[src/rtl/core_ctrl_pkg.sv]
// Shared types and constants for the RV32I multi-cycle control sequencer:
// FSM states, instruction classes, control codes and instr_bus bit positions.
package core_ctrl_pkg;

    localparam int INSTR_W = 38;

    typedef enum logic [2:0] {
        ST_IDLE,
        ST_FETCH,
        ST_DECODE,
        ST_EXEC,
        ST_MEM,
        ST_WB,
        ST_TRAP
    } state_t;

    typedef enum logic [3:0] {
        CLS_NONE,
        CLS_R,
        CLS_I,
        CLS_LOAD,
        CLS_STORE,
        CLS_BRANCH,
        CLS_JAL,
        CLS_JALR,
        CLS_LUI,
        CLS_AUIPC
    } instr_class_t;

    typedef enum logic [3:0] {
        ALU_ADD  = 4'd0,
        ALU_SUB  = 4'd1,
        ALU_XOR  = 4'd2,
        ALU_OR   = 4'd3,
        ALU_AND  = 4'd4,
        ALU_SLL  = 4'd5,
        ALU_SRL  = 4'd6,
        ALU_SRA  = 4'd7,
        ALU_SLT  = 4'd8,
        ALU_SLTU = 4'd9
    } alu_op_t;

    typedef enum logic [1:0] {
        WB_ALU = 2'd0,
        WB_MEM = 2'd1,
        WB_PC4 = 2'd2,
        WB_IMM = 2'd3
    } wb_sel_t;

    typedef enum logic [1:0] {
        PC_PLUS4 = 2'd0,
        PC_IMM   = 2'd1,
        PC_JALR  = 2'd2
    } pc_sel_t;

    // Bit positions inside the one-hot instr_bus; classes occupy contiguous ranges.
    localparam logic [5:0] BIT_SLTU  = 6'd9;
    localparam logic [5:0] BIT_ADDI  = 6'd10;
    localparam logic [5:0] BIT_SLTUI = 6'd18;
    localparam logic [5:0] BIT_LHU   = 6'd23;
    localparam logic [5:0] BIT_SW    = 6'd26;
    localparam logic [5:0] BIT_BNE   = 6'd28;
    localparam logic [5:0] BIT_BGE   = 6'd30;
    localparam logic [5:0] BIT_BGEU  = 6'd32;
    localparam logic [5:0] BIT_JAL   = 6'd33;
    localparam logic [5:0] BIT_JALR  = 6'd34;
    localparam logic [5:0] BIT_LUI   = 6'd35;
    localparam int         BIT_RSVD  = 37;

endpackage

[src/rtl/core_ctrl_fsm_instr_class_enc.sv]
// Combinational classifier: one-hot decoded instruction to class, ALU controls,
// write-back controls and a legality flag (exactly one bit set, reserved bit clear).
module instr_class_enc
    import core_ctrl_pkg::*;
(
    input  logic [INSTR_W-1:0] i_instr,
    output instr_class_t       o_class,
    output logic [3:0]         o_alu_op,
    output logic               o_alu_src_imm,
    output logic               o_reg_we,
    output logic [1:0]         o_wb_sel,
    output logic               o_br_inv,
    output logic               o_legal
);

    logic [5:0] w_idx;
    logic       w_legal;

    always_comb begin
        w_idx = '0;
        for (int i = 0; i < INSTR_W; i++) begin
            if (i_instr[i]) begin
                w_idx = 6'(i);
            end
        end
    end

    assign w_legal = ($countones(i_instr) == 1) && !i_instr[BIT_RSVD];
    assign o_legal = w_legal;

    // Immediate ALU ops skip SUB, so bits 11..18 map onto ALU codes 2..9.
    always_comb begin
        o_class       = CLS_NONE;
        o_alu_op      = ALU_ADD;
        o_alu_src_imm = 1'b0;
        o_reg_we      = 1'b0;
        o_wb_sel      = WB_ALU;
        o_br_inv      = 1'b0;
        if (w_legal) begin
            if (w_idx <= BIT_SLTU) begin
                o_class  = CLS_R;
                o_alu_op = 4'(w_idx);
                o_reg_we = 1'b1;
            end else if (w_idx <= BIT_SLTUI) begin
                o_class       = CLS_I;
                o_alu_op      = (w_idx == BIT_ADDI) ? ALU_ADD : 4'(w_idx - 6'd9);
                o_alu_src_imm = 1'b1;
                o_reg_we      = 1'b1;
            end else if (w_idx <= BIT_LHU) begin
                o_class       = CLS_LOAD;
                o_alu_src_imm = 1'b1;
                o_reg_we      = 1'b1;
                o_wb_sel      = WB_MEM;
            end else if (w_idx <= BIT_SW) begin
                o_class       = CLS_STORE;
                o_alu_src_imm = 1'b1;
            end else if (w_idx <= BIT_BGEU) begin
                o_class = CLS_BRANCH;
                if (w_idx <= BIT_BNE) begin
                    o_alu_op = ALU_SUB;
                end else if (w_idx <= BIT_BGE) begin
                    o_alu_op = ALU_SLT;
                end else begin
                    o_alu_op = ALU_SLTU;
                end
                o_br_inv = (w_idx == BIT_BNE) || (w_idx == BIT_BGE) || (w_idx == BIT_BGEU);
            end else if (w_idx == BIT_JAL) begin
                o_class  = CLS_JAL;
                o_reg_we = 1'b1;
                o_wb_sel = WB_PC4;
            end else if (w_idx == BIT_JALR) begin
                o_class       = CLS_JALR;
                o_alu_src_imm = 1'b1;
                o_reg_we      = 1'b1;
                o_wb_sel      = WB_PC4;
            end else if (w_idx == BIT_LUI) begin
                o_class       = CLS_LUI;
                o_alu_src_imm = 1'b1;
                o_reg_we      = 1'b1;
                o_wb_sel      = WB_IMM;
            end else begin
                o_class       = CLS_AUIPC;
                o_alu_src_imm = 1'b1;
                o_reg_we      = 1'b1;
            end
        end
    end

endmodule

[src/rtl/core_ctrl_fsm.sv]
// Multi-cycle RV32I control sequencer: fetch handshake, decode wait, execute,
// data-memory access and write-back, with request timeouts and a sticky trap.
module core_ctrl_fsm
    import core_ctrl_pkg::*;
#(
    parameter int unsigned DECODE_LAT  = 2,
    parameter int unsigned MEM_TIMEOUT = 16
) (
    input  logic               clk,
    input  logic               rst,
    input  logic               i_start,
    input  logic               i_halt_req,
    output logic               o_imem_req,
    input  logic               i_imem_ready,
    output logic               o_ir_load,
    input  logic [INSTR_W-1:0] i_instr_bus,
    input  logic               i_branch_taken,
    output logic [3:0]         o_alu_op,
    output logic               o_alu_src_imm,
    output logic               o_dmem_req,
    output logic               o_dmem_we,
    input  logic               i_dmem_ready,
    output logic               o_reg_we,
    output logic [1:0]         o_wb_sel,
    output logic               o_pc_we,
    output logic [1:0]         o_pc_sel,
    output logic               o_trap,
    output logic               o_busy,
    output logic               o_retired,
    output logic [31:0]        o_retire_count
);

    localparam logic [7:0] DEC_LIMIT = 8'(DECODE_LAT - 1);
    localparam logic [7:0] TMO_LIMIT = 8'(MEM_TIMEOUT - 1);

    state_t       r_state;
    logic [7:0]   r_wait;
    instr_class_t r_cls;
    logic         r_reg_we;
    logic [1:0]   r_wb_sel;
    logic         r_br_inv;

    instr_class_t w_class;
    logic [3:0]   w_alu_op;
    logic         w_alu_src_imm;
    logic         w_reg_we;
    logic [1:0]   w_wb_sel;
    logic         w_br_inv;
    logic         w_legal;
    logic [1:0]   w_pc_sel;

    // Classified from the live bus on the last DECODE cycle so EXEC controls are registered.
    instr_class_enc u_enc (
        .i_instr       (i_instr_bus),
        .o_class       (w_class),
        .o_alu_op      (w_alu_op),
        .o_alu_src_imm (w_alu_src_imm),
        .o_reg_we      (w_reg_we),
        .o_wb_sel      (w_wb_sel),
        .o_br_inv      (w_br_inv),
        .o_legal       (w_legal)
    );

    assign o_ir_load = (r_state == ST_FETCH) && i_imem_ready;
    assign o_busy    = (r_state != ST_IDLE) && (r_state != ST_TRAP);

    always_comb begin
        w_pc_sel = PC_PLUS4;
        case (r_cls)
            CLS_JAL:    w_pc_sel = PC_IMM;
            CLS_JALR:   w_pc_sel = PC_JALR;
            CLS_BRANCH: w_pc_sel = (i_branch_taken ^ r_br_inv) ? PC_IMM : PC_PLUS4;
            default:    w_pc_sel = PC_PLUS4;
        endcase
    end

    always_ff @(posedge clk or posedge rst) begin
        if (rst) begin
            r_state        <= ST_IDLE;
            r_wait         <= '0;
            r_cls          <= CLS_NONE;
            r_reg_we       <= 1'b0;
            r_wb_sel       <= '0;
            r_br_inv       <= 1'b0;
            o_imem_req     <= 1'b0;
            o_alu_op       <= '0;
            o_alu_src_imm  <= 1'b0;
            o_dmem_req     <= 1'b0;
            o_dmem_we      <= 1'b0;
            o_reg_we       <= 1'b0;
            o_wb_sel       <= '0;
            o_pc_we        <= 1'b0;
            o_pc_sel       <= '0;
            o_trap         <= 1'b0;
            o_retired      <= 1'b0;
            o_retire_count <= '0;
        end else begin
            case (r_state)
                ST_IDLE: begin
                    if (i_start) begin
                        r_state    <= ST_FETCH;
                        r_wait     <= '0;
                        o_imem_req <= 1'b1;
                    end
                end
                ST_FETCH: begin
                    if (i_imem_ready) begin
                        r_state    <= ST_DECODE;
                        r_wait     <= '0;
                        o_imem_req <= 1'b0;
                    end else if (r_wait == TMO_LIMIT) begin
                        r_state    <= ST_TRAP;
                        o_imem_req <= 1'b0;
                        o_trap     <= 1'b1;
                    end else begin
                        r_wait <= r_wait + 8'd1;
                    end
                end
                ST_DECODE: begin
                    if (r_wait == DEC_LIMIT) begin
                        r_wait <= '0;
                        if (w_legal) begin
                            r_state       <= ST_EXEC;
                            r_cls         <= w_class;
                            r_reg_we      <= w_reg_we;
                            r_wb_sel      <= w_wb_sel;
                            r_br_inv      <= w_br_inv;
                            o_alu_op      <= w_alu_op;
                            o_alu_src_imm <= w_alu_src_imm;
                        end else begin
                            r_state <= ST_TRAP;
                            o_trap  <= 1'b1;
                        end
                    end else begin
                        r_wait <= r_wait + 8'd1;
                    end
                end
                ST_EXEC: begin
                    if ((r_cls == CLS_LOAD) || (r_cls == CLS_STORE)) begin
                        r_state    <= ST_MEM;
                        r_wait     <= '0;
                        o_dmem_req <= 1'b1;
                        o_dmem_we  <= (r_cls == CLS_STORE);
                    end else begin
                        r_state        <= ST_WB;
                        o_pc_we        <= 1'b1;
                        o_retired      <= 1'b1;
                        o_retire_count <= o_retire_count + 32'd1;
                        o_reg_we       <= r_reg_we;
                        o_wb_sel       <= r_wb_sel;
                        o_pc_sel       <= w_pc_sel;
                    end
                end
                ST_MEM: begin
                    if (i_dmem_ready) begin
                        r_state        <= ST_WB;
                        o_dmem_req     <= 1'b0;
                        o_dmem_we      <= 1'b0;
                        o_pc_we        <= 1'b1;
                        o_retired      <= 1'b1;
                        o_retire_count <= o_retire_count + 32'd1;
                        o_reg_we       <= r_reg_we;
                        o_wb_sel       <= r_wb_sel;
                        o_pc_sel       <= w_pc_sel;
                    end else if (r_wait == TMO_LIMIT) begin
                        r_state       <= ST_TRAP;
                        o_dmem_req    <= 1'b0;
                        o_dmem_we     <= 1'b0;
                        o_alu_op      <= '0;
                        o_alu_src_imm <= 1'b0;
                        o_trap        <= 1'b1;
                    end else begin
                        r_wait <= r_wait + 8'd1;
                    end
                end
                ST_WB: begin
                    o_pc_we       <= 1'b0;
                    o_retired     <= 1'b0;
                    o_reg_we      <= 1'b0;
                    o_wb_sel      <= '0;
                    o_pc_sel      <= '0;
                    o_alu_op      <= '0;
                    o_alu_src_imm <= 1'b0;
                    if (i_halt_req) begin
                        r_state <= ST_IDLE;
                    end else begin
                        r_state    <= ST_FETCH;
                        r_wait     <= '0;
                        o_imem_req <= 1'b1;
                    end
                end
                ST_TRAP: begin
                    r_state <= ST_TRAP;
                end
                default: begin
                    r_state <= ST_IDLE;
                end
            endcase
        end
    end

endmodule

[config.mk]
export PLATFORM = sky130hd
export DESIGN_NAME = core_ctrl_fsm
export DESIGN_NICKNAME = d
export VERILOG_FILES = /design/src/rtl/core_ctrl_pkg.sv /design/src/rtl/core_ctrl_fsm_instr_class_enc.sv /design/src/rtl/core_ctrl_fsm.sv
export SDC_FILE = /design/constraint.sdc
export NUM_CORES = 1
export LEC_CHECK = 0
export CORE_ASPECT_RATIO = 1.2
export CORE_UTILIZATION = 58
export DETAILED_ROUTE_END_ITERATION = 16
export PLACE_DENSITY_LB_ADDON = 0.2
export SLEW_MARGIN = 5
export SYNTH_ARGS = -nofsm -noshare
export SYNTH_HDL_FRONTEND = slang
export SYNTH_SLANG_ARGS = --single-unit
export TNS_END_PERCENT = 5
[constraint.sdc]
create_clock -name clk -period 5.3 [get_ports clk]
set_clock_uncertainty 0.2 [all_clocks]
set_input_delay 1.325 -clock clk [delete_from_list [all_inputs] [get_ports clk]]
set_output_delay 1.325 -clock clk [all_outputs]
set_load 0.02 [all_outputs]
==> results.md <==
Power:
- Power spread over the standard cell area amounts to 426 nW/um^2.
- In this run the static leakage power is 3.22 nW.
- After layout, the design draws a total of 3.04 mW.
- VDD sags by at most 0.403 mV.

Clock tree:
- The clock net in this run drives a total of 66 sinks.
- The clock tree buffer depth is 2.
- The cts-stage hold buffer count is 0.
- CTS placed an instance of clkbuf_8 at the clock tree root.
- The clock transition at the registers of the reported paths is 0.08 ns.
- The later-pin clock latency in the skew report is 0.35 ns.
- The clock tree from TritonCTS is done.
- The H-tree was split into 3 levels.
- Clock tree synthesis inserted a total of 9 buffers.

Timing:
- For the pin with the worst max-slew slack, the measured transition is 0.881 ns.
- Adding up every negative setup slack in the final design gives -19.27 ns.
- The final count of hold timing violations is 0.
- Headroom to the max-slew limit came out at 41.2%.
- The final number of max-transition violations is 0.
- The peak clock frequency supported by timing is 151 MHz.
- Across all hold checks on the routed design, the worst slack comes to 0.281 ns.
- The final count of negative-setup-slack endpoints is 16.
- The final critical path time including I/O delays and setup is 6.64 ns.
- Setup repair after global routing could not meet its margin everywhere.
- The final worst-path setup slack is -1.34 ns.
- The final period utilization is 125%.

Floorplanning:
- The height of the die is 107 um.
- After floorplanning, the core was divided into 38 placement rows.
- Once the floorplan was initialized, standard cells occupied 59.5% of the core.
- The die span in x is 89.9 um.
- The area of the core is 9030 um^2.
- The die area is 9660 um^2.
- The number of primary I/O pins is 95.

Routing:
- In the final routed layout, each cell accounts on average for 16.1 um.
- The first detailed-routing pass ran for 5 iterations.
- The number of design rule violations left after detail routing is 0.
- Summed over all layers, the routed wires come to 13700 um.
- The routed layout has 4931 vias.
- Using the TritonRoute via totals, the vias-per-cell ratio works out to 5.79.
- The residual antenna-violating net count after detailed routing is 0.
- The detailed router finished its first iteration with 262 violations.

Cells and area:
- The share of final-layout standard cells stronger than drive strength 1 is 20.9%.
- The count of antenna diodes in the layout is 0.
- Summing all flip-flop and latch instances after layout gives 1650 um^2.
- The final instance count without filler cells is 852.
- The area added between synthesis and finish is 32.6%.
- The final layout net count is 841.
- The fill cell instance count of the final layout is 628.
- The area occupied by multi-input gates is 3600 um^2.

Logic synthesis:
- The Yosys step of the flow raised 0 warnings.
- The fraction of registers with async set or reset after synthesis is 100%.
- The largest area contributor in the netlist is dfrtp_1.
- Synthesis inferred 66 register bits.
- After synthesis, the most frequently instantiated cells are inv_1, dfrtp_1, nor2_1.
- Each instance of the synthesized netlist takes up on average 9.11 um^2.
- The post-synthesis cell type count is 71.
- For this run, the leading register cell type out of synthesis is dfrtp_1.
- Sequential cells were found to cover 30.7% of the synthesized design area.
- Synthesis handed over a netlist of 590 instances.
- When the netlist entered floorplanning its net count stood at 704.
- Ranked by total cell area, the synthesized netlist is headed by dfrtp_1, fa_1, ha_1.
- The mapped cell area is 5380 um^2.
- The library cell with the highest instance count after synthesis is inv_1.
- The number of enable flip-flop cells after synthesis is 0.
- The top cell type by area accounts for 30.7% of the synthesized area.

Global routing:
- The number of global-route vias before repair was 5057.
- After global routing the overflow that remains totals 0.
- The number of antenna violations at the first check in global routing is 0.
- The first global-routing pass estimated 23300 um of wire.
- Entering global routing, the biggest net connects 44 pins.
- For this run, the total global-route usage over all layers was measured as 30.4%.

Run:
- Across the run, the number of max-cap violations was 0.

Worst setup path:
- The worst setup path is launched from an input pin.
- The setup slack of the worst register-to-register path is 1.70 ns.
- The critical path is of the input pin to flip-flop type.
- The peak fanout along the critical path is 5.
- The worst setup path is captured at a flip-flop.
- The worst path required time is 5.34 ns.
- Data arrives at the worst endpoint at 6.68 ns.

Place:
- After legalization and detailed placement, the total HPWL measured 11000 um.
- Prior to clock tree synthesis, the placed netlist has a worst setup slack of -2.24 ns.
- The congestion estimate from routability-driven global placement came to 0.913.
- The number of buffers added on ports is 94.
- The number of placed cells counting well taps is 833.

Outcome:
- The final reports fail on negative setup slack.
- The flow ran to the end, but the final reports show violations.

Worst hold path:
- The worst hold-check path type is flip-flop to flip-flop.
[final timing paths]
check,startpoint,end,cells past startpoint
hold reg to reg,o_retire_count[31]$_DFFE_PP0P_,o_retire_count[31]$_DFFE_PP0P_,1
min in group asynchronous,rst,r_state[2]$_DFFE_PP0P_,2
setup / recovery,i_instr_bus[4],o_alu_op[3]$_DFFE_PP0P_,21
setup reg to reg,r_state[1]$_DFFE_PP0P_,o_retire_count[30]$_DFFE_PP0P_,9
hold / removal,o_retire_count[31]$_DFFE_PP0P_,o_retire_count[31]$_DFFE_PP0P_,1
max in group asynchronous,rst,o_retire_count[13]$_DFFE_PP0P_,3
[layout make-up]
cell class	count	share of cell area, %
clock buffers	9	1.74
flip-flops and latches	66	23.2
inverters	81	4.30
repair buffers	136	17.2
well taps	120	2.11
clock inverters	7	1.11
multi-input cells	433	50.4
[per-layer routing]
| metal | vias to the layer above | GRT usage (%) | share of wire (%) |
|---|---|---|---|
| met5 | - | 0 | 0 |
| met4 | 0 | 13.9 | 2.9 |
| met3 | 37 | 4.45 | 3.5 |
| met2 | 156 | 55.5 | 53 |
| met1 | 2413 | 35.3 | 40 |
| li1 | 2325 | - | - |
[kinds of logic (layout without fill, tap and decap cells)]
logic type	after synthesis	after routing	synth area share (%)
fa+ha+maj	69	69	20.4
flops	66	66	30.7
xor+xnor	35	35	5.70
mux	4	4	0.814
compound gates	131	131	17.3
buf+inv	91	233	6.47
simple gates	194	194	18.6
[cells in the final DEF (no fill, tap or decap), drive strengths merged, types with 8 or more instances in the layout]
master          n
nand3          21
nor3           11
o21ai          38
dfrtp          66
and3            9
nand2          45
clkdlybuf4s15  11
xor2            8
xnor2          27
buf            53
a21oi          22
ha             38
nand4          10
clkdlybuf4s50  64
fa             31
nor2           58
o31ai          10
clkbuf         10
nor4            8
inv            82
[critical path, stage by stage]
cell	delay (ns)
buf_4	0.11
inv_2	0.04
ha_4	0.25
inv_2	0.03
fa_2	0.52
inv_2	0.05
fa_2	0.57
inv_2	0.04
fa_2	0.39
fa_1	0.55
fa_1	0.43
fa_1	0.54
inv_1	0.04
ha_2	0.18
fa_2	0.44
nor4_4	0.14
nand3_1	0.14
nor2_2	0.19
and3_4	0.23
o22ai_4	0.09
a221o_1	0.36
[sequential cells by signal, indices dropped and copies added, names as in the netlist, 2 cells and up]
register        flops
o_pc_sel            2
r_wb_sel            2
r_wait              8
r_cls               4
o_wb_sel            2
o_alu_op            4
o_retire_count     32
r_state             3
[stage by stage]
stage	instance area [um^2]	utilization, %
6_report	7130	78.9
5_1_grt	7130	78.9
4_1_cts	7100	78.6
3_5_place_dp	6800	75.2
3_3_place_gp	6800	75.2
2_1_floorplan	5470	-
[power breakdown]
| group | internal [mW] | switching, mW | leakage, nW |
|---|---|---|---|
| Sequential | 0.577 | 0.118 | 0.876 |
| Combinational | 0.923 | 0.990 | 2.24 |
| Clock | 0.221 | 0.211 | 0.0973 |
| Total | 1.72 | 1.32 | 3.22 |
[repair_timing]
| action | CTS | global route |
|---|---|---|
| gates cloned | 0 | 0 |
| endpoints found under the setup margin | 16 | 16 |
| setup buffers | 2 | 1 |
| gates resized for setup | 112 | 7 |
| pin swaps | 38 | 5 |
Note: power is estimated with default switching activity, not from simulation.
